===== src/rtl/pipeline_hazard_ctrl.sv =====
// Hazard/sequencing controller for the five-stage OTTER pipeline: forwarding selects,
// stall/flush enables, and a freeze FSM for data-memory accesses awaiting acknowledge.

module hazard_fwd_sel (
    input  logic [4:0] rsE,
    input  logic [4:0] rdM,
    input  logic       regWriteM,
    input  logic [4:0] rdW,
    input  logic       regWriteW,
    output logic [1:0] fwd
);
    // M holds the younger result, so it wins over W.
    always_comb begin
        fwd = 2'b00;
        if (regWriteM && rdM != 5'd0 && rdM == rsE)
            fwd = 2'b10;
        else if (regWriteW && rdW != 5'd0 && rdW == rsE)
            fwd = 2'b01;
    end
endmodule

module pipeline_hazard_ctrl #(
    parameter int MEM_TIMEOUT = 16,
    parameter int CNT_W       = 16
) (
    input  logic             CLK,
    input  logic             RST_N,
    input  logic [4:0]       Rs1D,
    input  logic [4:0]       Rs2D,
    input  logic [4:0]       Rs1E,
    input  logic [4:0]       Rs2E,
    input  logic [4:0]       RdE,
    input  logic [1:0]       ResultSrcE,
    input  logic             PCSrcE,
    input  logic [4:0]       RdM,
    input  logic             RegWriteM,
    input  logic [4:0]       RdW,
    input  logic             RegWriteW,
    input  logic             MemReqM,
    input  logic             MemAckM,
    output logic [1:0]       ForwardAE,
    output logic [1:0]       ForwardBE,
    output logic             StallF,
    output logic             StallD,
    output logic             StallE,
    output logic             StallM,
    output logic             FlushD,
    output logic             FlushE,
    output logic             FlushW,
    output logic             MemErr,
    output logic [CNT_W-1:0] StallCount
);
    localparam int NUM_SRC = 2;
    localparam logic [7:0] TO_LAST = 8'(MEM_TIMEOUT - 1);

    typedef enum logic {RUN, MEM_WAIT} state_t;

    state_t     state, stateNext;
    logic [7:0] waitCnt, waitCntNext;
    logic       errSet;
    logic       timeoutHit, memHold, loadUse;

    logic [NUM_SRC-1:0][4:0] rsE;
    logic [NUM_SRC-1:0][1:0] fwdSel;

    assign rsE = {Rs2E, Rs1E};

    for (genvar i = 0; i < NUM_SRC; i++) begin : g_fwd
        hazard_fwd_sel u_fwd (
            .rsE       (rsE[i]),
            .rdM       (RdM),
            .regWriteM (RegWriteM),
            .rdW       (RdW),
            .regWriteW (RegWriteW),
            .fwd       (fwdSel[i])
        );
    end

    assign ForwardAE = fwdSel[0];
    assign ForwardBE = fwdSel[1];

    assign timeoutHit = (state == MEM_WAIT) && (waitCnt == TO_LAST);
    assign memHold    = MemReqM && !MemAckM && !timeoutHit;
    assign loadUse    = (ResultSrcE == 2'b01) && (RdE != 5'd0) && (RdE == Rs1D || RdE == Rs2D);

    always_comb begin
        StallF      = 1'b0;
        StallD      = 1'b0;
        StallE      = 1'b0;
        StallM      = 1'b0;
        FlushD      = 1'b0;
        FlushE      = 1'b0;
        FlushW      = 1'b0;
        stateNext   = state;
        waitCntNext = waitCnt;
        errSet      = 1'b0;

        // Gating on RST_N keeps every enable low while reset is held, whatever the inputs.
        if (RST_N) begin
            if (memHold) begin
                StallF = 1'b1;
                StallD = 1'b1;
                StallE = 1'b1;
                StallM = 1'b1;
                FlushW = 1'b1;
            end else if (PCSrcE) begin
                FlushD = 1'b1;
                FlushE = 1'b1;
            end else if (loadUse) begin
                StallF = 1'b1;
                StallD = 1'b1;
                FlushE = 1'b1;
            end
        end

        case (state)
            RUN: begin
                if (MemReqM && !MemAckM) begin
                    stateNext   = MEM_WAIT;
                    waitCntNext = 8'd0;
                end
            end
            MEM_WAIT: begin
                if (MemAckM) begin
                    stateNext = RUN;
                end else if (timeoutHit) begin
                    stateNext = RUN;
                    errSet    = 1'b1;
                end else begin
                    waitCntNext = waitCnt + 8'd1;
                end
            end
            default: stateNext = RUN;
        endcase
    end

    always_ff @(posedge CLK or negedge RST_N) begin
        if (!RST_N) begin
            state      <= RUN;
            waitCnt    <= 8'd0;
            MemErr     <= 1'b0;
            StallCount <= '0;
        end else begin
            state   <= stateNext;
            waitCnt <= waitCntNext;
            if (errSet)
                MemErr <= 1'b1;
            if (StallF && StallCount != '1)
                StallCount <= StallCount + 1'b1;
        end
    end
endmodule


===== config.mk =====
export PLATFORM = sky130hd
export DESIGN_NAME = pipeline_hazard_ctrl
export DESIGN_NICKNAME = d
export VERILOG_FILES = /design/src/rtl/pipeline_hazard_ctrl.sv
export SDC_FILE = /design/constraint.sdc
export NUM_CORES = 1
export LEC_CHECK = 0
export CAP_MARGIN = 20
export CORE_ASPECT_RATIO = 1.4
export CORE_MARGIN = 5
export CORE_UTILIZATION = 40
export CTS_BUF_LIST = sky130_fd_sc_hd__clkbuf_8
export CTS_CLUSTER_DIAMETER = 30
export DETAILED_ROUTE_END_ITERATION = 8
export GPL_TIMING_DRIVEN = 0
export PLACE_DENSITY = 0.89
export SKIP_LAST_GASP = 1
export SLEW_MARGIN = 25
export SYNTH_ARGS = -nofsm -noshare
export SYNTH_HDL_FRONTEND = slang
export SYNTH_HIERARCHICAL = 1
export SYNTH_SLANG_ARGS = --single-unit

===== constraint.sdc =====
create_clock -name CLK -period 2.2 [get_ports CLK]
set_input_delay 0.22 -clock CLK [delete_from_list [all_inputs] [get_ports CLK]]
set_output_delay 0.22 -clock CLK [all_outputs]
set_load 0.01 [all_outputs]

After elaboration in Yosys (flattened, before gate mapping)
Cells that the tools add are included.

Bits in read-only memories: 0. Input bits: 44. Memories kept: 0. Register bits after elaboration: 26. Latch bits: 0. RAM bits: 0.

Shift-type cells: 0. Bitwise gates (word level): 1. Reductions and logical operators: 19. Equal/unequal tests: 12. Divide/modulo/power cells: 0. Add/subtract/negate cells: 2. $mul: 0. Magnitude comparators: 0. Multiplexer cells: 27.

Operator list (count): 5-bit == test (6); 8-bit two-way mux (3); 1-bit two-way mux (20); 16-bit by 1-bit adder with 16-bit output (second input constant) (1); 16-bit inequality test (second input constant) (1); 8-bit case mux with 2 select lines (1); 5-bit nonzero test (3); 1-bit logical AND (12); 8-bit by 1-bit adder with 8-bit output (second input constant) (1); 8-bit by 4-bit == test with 1-bit output (second input constant) (1); 2-bit inequality test (second input constant) (3); 2-bit two-way mux (2); 3-bit AND reduction (1); 2-bit by 1-bit == test with 1-bit output (second input constant) (1); 1-bit zero test (2); 1-bit case mux with 2 select lines (1); 1-bit logical OR (1); 1-bit inverter (1).

Depth between registers and ports, before layout
Word-level depth: 8. Depth in mapped cells: 10.

By module
Netlist, hierarchy kept.

By module, submodules not included: pipeline_hazard_ctrl (instances 1, area an instance 1410.1 um^2, cells an instance 136, sequential area each 650.6 um^2); hazard_fwd_sel (instances 2, area an instance 151.4 um^2, cells an instance 20, sequential area each 0.0 um^2).

Worst setup path before layout
Ideal clock, no wire load.

Path kind: register to register. Start point: register waitCnt[0]. End point: register waitCnt[7]. Data required time: 2058 ps. Path buffers: 0. Stages on the path, launching flop included: 11. Clock period less this slack: 2077 ps. Arrival: 1935 ps. Setup slack: 123 ps. Cell sequence: dfrtp_1 > ha_1 > and3_1 > a31oi_2 > o21ai_0 > inv_2 > nand4_1 > nor2_1 > nand3_1 > xnor2_1 > nor2_1.

Word-level cells in the longest chain between the ends: 4. Elaborated cells on any way between the ends: 8.

Ends and longest elaborated chain: start, declared (line 59) `logic [7:0] waitCnt, waitCntNext;`; start signal, assigned (line 145) `waitCnt <= waitCntNext;`; 8-bit by 1-bit adder with 8-bit output or 8-bit by 4-bit == test with 1-bit output (tied branches) (line 130, 82); 8-bit two-way mux or 1-bit logical AND (tied branches) (line 126, 82); 8-bit two-way mux or 2-bit inequality test (tied branches); 8-bit case mux with 2 select lines or 3-bit AND reduction (tied branches).

Several ways; a longest one is shown, not always the timed one. The select of a mux whose other input is x is not followed. A chain may end at the register's enable or synchronous reset.

Worst setup path after layout
Start point: register waitCnt[5]. End point: output port StallF.

Word-level cells in the longest chain between the ends: 6.

Ends and longest elaborated chain: 8-bit by 4-bit == test with 1-bit output (line 82) `assign timeoutHit = (state == MEM_WAIT) && (waitCnt == TO_LAST);`; 1-bit logical AND (line 82); 1-bit zero test (line 83) `assign memHold = MemReqM && !MemAckM && !timeoutHit;`; 1-bit logical AND (line 83); 1-bit two-way mux (line 100) `if (memHold) begin`; 1-bit two-way mux (line 99) `if (RST_N) begin`; end, declared (line 43) `output logic StallF,`.

Every way passes these cells.

==> impl_results.html <==
<table>
<tr><th>Metric</th><th>Value</th></tr>
<tr><th colspan="2">Run status</th></tr>
<tr><td>Run status</td><td>finished clean</td></tr>
<tr><th colspan="2">Yosys</th></tr>
<tr><td>Most area-consuming cells after synthesis</td><td>dfrtp_1 38%, xnor2_1 18%, xor2_1 5.6%, nand2_1 3.9%, nand3_1 3.8%</td></tr>
<tr><td>Number of flip-flops and latches in the synthesized netlist</td><td>26</td></tr>
<tr><td>Portion of synthesized cell area occupied by the leading cell type</td><td>0.380</td></tr>
<tr><td>Post-Synthesis Net Count</td><td>222</td></tr>
<tr><td>Primary flip-flop cell chosen by synthesis mapping</td><td>dfrtp_1</td></tr>
<tr><td>Leading post-synthesis cells by instance count</td><td>36 x xnor2_1, 26 x dfrtp_1, 18 x nand2_1, 14 x nor2_1, 13 x nand3_1</td></tr>
<tr><td>Most common cell in the netlist</td><td>xnor2_1</td></tr>
<tr><td>Distinct cells, synth</td><td>33</td></tr>
<tr><td>Post-Synthesis Mean Instance Area</td><td>around 9.7 sq um</td></tr>
<tr><td>EDFF count, synth</td><td>0</td></tr>
<tr><td>Proportion of register bits with asynchronous set or reset after synthesis</td><td>1.00</td></tr>
<tr><td>Sequential element share of the synthesized area</td><td>0.380</td></tr>
<tr><td>Cell count after synthesis</td><td>176</td></tr>
<tr><td>Ys Warns</td><td>6</td></tr>
<tr><td>Top cell type by total area after synthesis</td><td>dfrtp_1</td></tr>
<tr><td>Area of the mapped netlist</td><td>roughly 1700 sq um</td></tr>
<tr><th colspan="2">Global route</th></tr>
<tr><td>Global route overflow</td><td>0</td></tr>
<tr><td>Pin count of the biggest net entering global routing</td><td>31</td></tr>
<tr><td>Number of global-route vias before repair</td><td>approximately 1700</td></tr>
<tr><td>Antenna violations before repair</td><td>0</td></tr>
<tr><td>Wire length of the first global-routing pass</td><td>around 7.3 mm</td></tr>
<tr><td>Total track usage</td><td>0.161</td></tr>
<tr><th colspan="2">Setup path</th></tr>
<tr><td>Req. time, crit path</td><td>1.98 ns</td></tr>
<tr><td>Beginning of the critical path</td><td>waitCnt[5]</td></tr>
<tr><td>Crit. path cell count</td><td>6</td></tr>
<tr><td>Data arrival time at the worst-slack endpoint</td><td>between 1.5 and 2 ns</td></tr>
<tr><td>Capturing instance or port of the critical path</td><td>StallF</td></tr>
<tr><td>Largest incremental delay on the critical path</td><td>about 0.44 ns</td></tr>
<tr><td>Cells along the critical path</td><td>nor4b_4 -&gt; a31oi_4 -&gt; a32o_1 -&gt; and2_1 -&gt; buf_4 -&gt; clkbuf_2</td></tr>
<tr><td>Combined buffer and inverter count along the critical path</td><td>2</td></tr>
<tr><td>Critical path's slowest cell</td><td>dfrtp_2</td></tr>
<tr><td>Startpoint of the most critical register-to-register path</td><td>waitCnt[0]</td></tr>
<tr><td>Reg2Reg Depth</td><td>10</td></tr>
<tr><td>Element type at the critical path end</td><td>output port</td></tr>
<tr><td>Worst setup SP type</td><td>flip-flop</td></tr>
<tr><td>CP Max Fanout</td><td>5</td></tr>
<tr><td>Capture point of the worst reg-to-reg path</td><td>waitCnt[7]</td></tr>
<tr><td>Slack of the worst reg-to-reg path</td><td>~0.17 ns</td></tr>
<tr><td>Kind of cell with the highest combined delay on the critical path</td><td>simple AND/OR/NAND/NOR gates</td></tr>
<tr><td>Kind of critical path</td><td>flip-flop to output port</td></tr>
<tr><th colspan="2">Clocking</th></tr>
<tr><td>Master cell of the clock root buffer</td><td>clkbuf_8</td></tr>
<tr><td># clock sinks</td><td>26</td></tr>
<tr><td>Worst-skew pair later-pin latency</td><td>around 0.27 ns</td></tr>
<tr><td>Total clock buffers created by CTS</td><td>3</td></tr>
<tr><td>Clock tree from TritonCTS</td><td>built</td></tr>
<tr><td>Max H-tree Level</td><td>1</td></tr>
<tr><td>Clock transition time at the flip-flop clock pins of the worst setup and hold paths</td><td>about 0.090 ns</td></tr>
<tr><td>Clock Path Buffers</td><td>2</td></tr>
<tr><th colspan="2">Routing</th></tr>
<tr><td>DRC viols</td><td>0</td></tr>
<tr><td>Routed wire per std cell</td><td>around 15 microns</td></tr>
<tr><td>Final wirelength</td><td>about 4.5 mm</td></tr>
<tr><td>Antenna violation net count after detailed routing</td><td>0</td></tr>
<tr><td>Number of iterations in the first detailed-routing pass</td><td>4</td></tr>
<tr><td>Vias after detailed routing</td><td>~1600</td></tr>
<tr><td>Mean number of vias per cell</td><td>between 5 and 6</td></tr>
<tr><td>DRT iter0 DRCs</td><td>74</td></tr>
<tr><th colspan="2">Layout</th></tr>
<tr><td>Proportion of layout cells with a drive suffix above 1</td><td>0.176</td></tr>
<tr><td>Count of nets after finishing</td><td>around 300</td></tr>
<tr><td>Area growth syn-to-layout</td><td>54.2%</td></tr>
<tr><td>Number of antenna cells inserted</td><td>0</td></tr>
<tr><th colspan="2">Placed design</th></tr>
<tr><td>Number of input and output port buffers inserted</td><td>71</td></tr>
<tr><td>HPWL reported at the end of detailed placement</td><td>3.66 mm</td></tr>
<tr><td>Placer Congestion</td><td>~0.76</td></tr>
<tr><th colspan="2">Power</th></tr>
<tr><td>Pleak</td><td>between 1 and 1.5 nW</td></tr>
<tr><td>Post-layout total power</td><td>0.00133 W</td></tr>
<tr><td>Worst ir drop on vdd</td><td>0.334 mV</td></tr>
<tr><td>Cell Pwr Density</td><td>504 nW/um^2</td></tr>
<tr><th colspan="2">Floorplan</th></tr>
<tr><td>Number of placement rows</td><td>28</td></tr>
<tr><td>Initial Utilization</td><td>0.407</td></tr>
<tr><td>Die area</td><td>between 5000 and 6000 sq um</td></tr>
<tr><td>Core Footprint</td><td>4200 sq um</td></tr>
<tr><td>I/O pin total</td><td>72</td></tr>
<tr><td>Height of the die</td><td>about 90 microns</td></tr>
<tr><td>Die extent in x</td><td>65.3 microns</td></tr>
<tr><th colspan="2">Timing</th></tr>
<tr><td>Least-Margin Pin Slew</td><td>slightly above 0.7 ns</td></tr>
<tr><td>Minimum clock period after layout</td><td>2.11 ns</td></tr>
<tr><td>Final number of setup-violating endpoints</td><td>0</td></tr>
<tr><td>Setup TNS after final layout</td><td>0 ns</td></tr>
<tr><td>Count of endpoints failing hold in the final timing report</td><td>0</td></tr>
<tr><td>Clk_skew</td><td>between 0.007 and 0.008 ns</td></tr>
<tr><td>Highest clock frequency the design can meet</td><td>between 400 and 500 MHz</td></tr>
<tr><td>Final Cycle Share</td><td>0.958</td></tr>
<tr><td>Max Transition Viols Final</td><td>0</td></tr>
<tr><td>Slew margin rel.</td><td>0.529</td></tr>
<tr><th colspan="2">Run</th></tr>
<tr><td>Max-Cap Viols</td><td>0</td></tr>
<tr><th colspan="2">Hold path</th></tr>
<tr><td>Path type of the worst min-delay path</td><td>input pin to asynchronous set/reset pin</td></tr>
</table>
==> worst min-delay path by stage <==
stage | endpoint | slack [ns] | cells past startpoint
after global placement | MemErr | 0.46 | 1
after detailed placement | StallCount[1] | 0.27 | 1
after global routing | StallCount[4] | 0.48 | 2
after CTS | MemErr | 0.49 | 1
after floorplan | MemErr | -0.08 | 0
final | StallCount[4] | 0.43 | 2
==> layout by cell type (no fill, tap or decap), types with 2 or more instances in the layout <==
cell type / n
dlymetal6s2s_1: 2
nand2_1: 17
clkbuf_8: 4
nor3_2: 2
and3_4: 2
and2_1: 2
clkdlybuf4s50_1: 54
buf_4: 12
dlygate4sd2_1: 10
o41ai_2: 2
nand3_2: 3
inv_1: 2
nor3b_1: 2
xnor2_1: 36
nand4_1: 8
a32o_1: 2
nor4_1: 2
and3_1: 3
nor2_1: 11
xor2_1: 11
clkbuf_2: 3
nor3_1: 5
nand3_1: 13
a211oi_2: 2
nor2_2: 3
dfrtp_1: 25
a21oi_1: 3
==> layer usage <==
layer	routed length (microns)	global-route usage
met1	1760	0.179
met2	2390	0.304
met3	307	0.0271
met4	46	0.0509
met5	0	0
==> per-stage QoR <==
stage          std cells   util  setup slack [ns]  hold WS, ns  instance area [sq um]
3_5_place_dp         292  0.589            -0.451        0.270                   2470
6_report             306  0.628            0.0933        0.427                   2640
2_1_floorplan        176      -             0.123      -0.0756                   1710
5_1_grt              306  0.628          -0.00602        0.477                   2640
4_1_cts              301  0.615           -0.0514        0.490                   2590
3_3_place_gp         292  0.590            -0.579        0.461                   2480
==> worst register-to-register path: cells and delay by family (launching register included) <==
| family | cells | cell delay [ns] |
|---|---|---|
| AOI/OAI and AO/OA | 2 | 0.38 |
| and+or+nand+nor | 5 | 0.66 |
| DFF | 1 | 0.41 |
| xor gates and xnor gates | 1 | 0.13 |
| buffers and inverters | 1 | 0.11 |
| adders and majority gates | 1 | 0.20 |
==> sequential cells by signal (all words and copies together) (netlist names) <==
| register | count |
|---|---|
| MemErr | 1 |
| waitCnt | 8 |
| state | 1 |
| StallCount | 16 |
==> power by group <==
group          total (W)  switching [W]  internal, W
combinational   0.000427       0.000173     0.000254
clock           0.000299       0.000140     0.000160
sequential      0.000604      0.0000725     0.000531
total            0.00133       0.000385     0.000945
==> cell type report <==
type | count | area, sq um
clock buffer | 4 | 55.1
multi-input combinational | 142 | 1050
sequential | 26 | 652
inverter | 3 | 11.3
tap | 45 | 56.3
timing repair buffer | 81 | 763
fill | 344 | 1560
buffer | 5 | 48.8
==> cell families after synthesis <==
kind of cell	Yosys count	synth area share
compound gates	14	0.0752
xor+xnor	47	0.240
buf+inv	8	0.0351
simple gates	78	0.248
mux	1	0.00657
fa+ha+maj	2	0.0146
flops	26	0.380
==> what timing repair did <==
action,4_1_cts,5_1_grt
buffers inserted,4,5
endpoints found under the hold margin,26,0
hold buffers,1,0
endpoints found under the setup margin,13,12
pin swaps,2,3
resized for setup,22,16
Note: power is estimated with default switching activity, not from simulation.
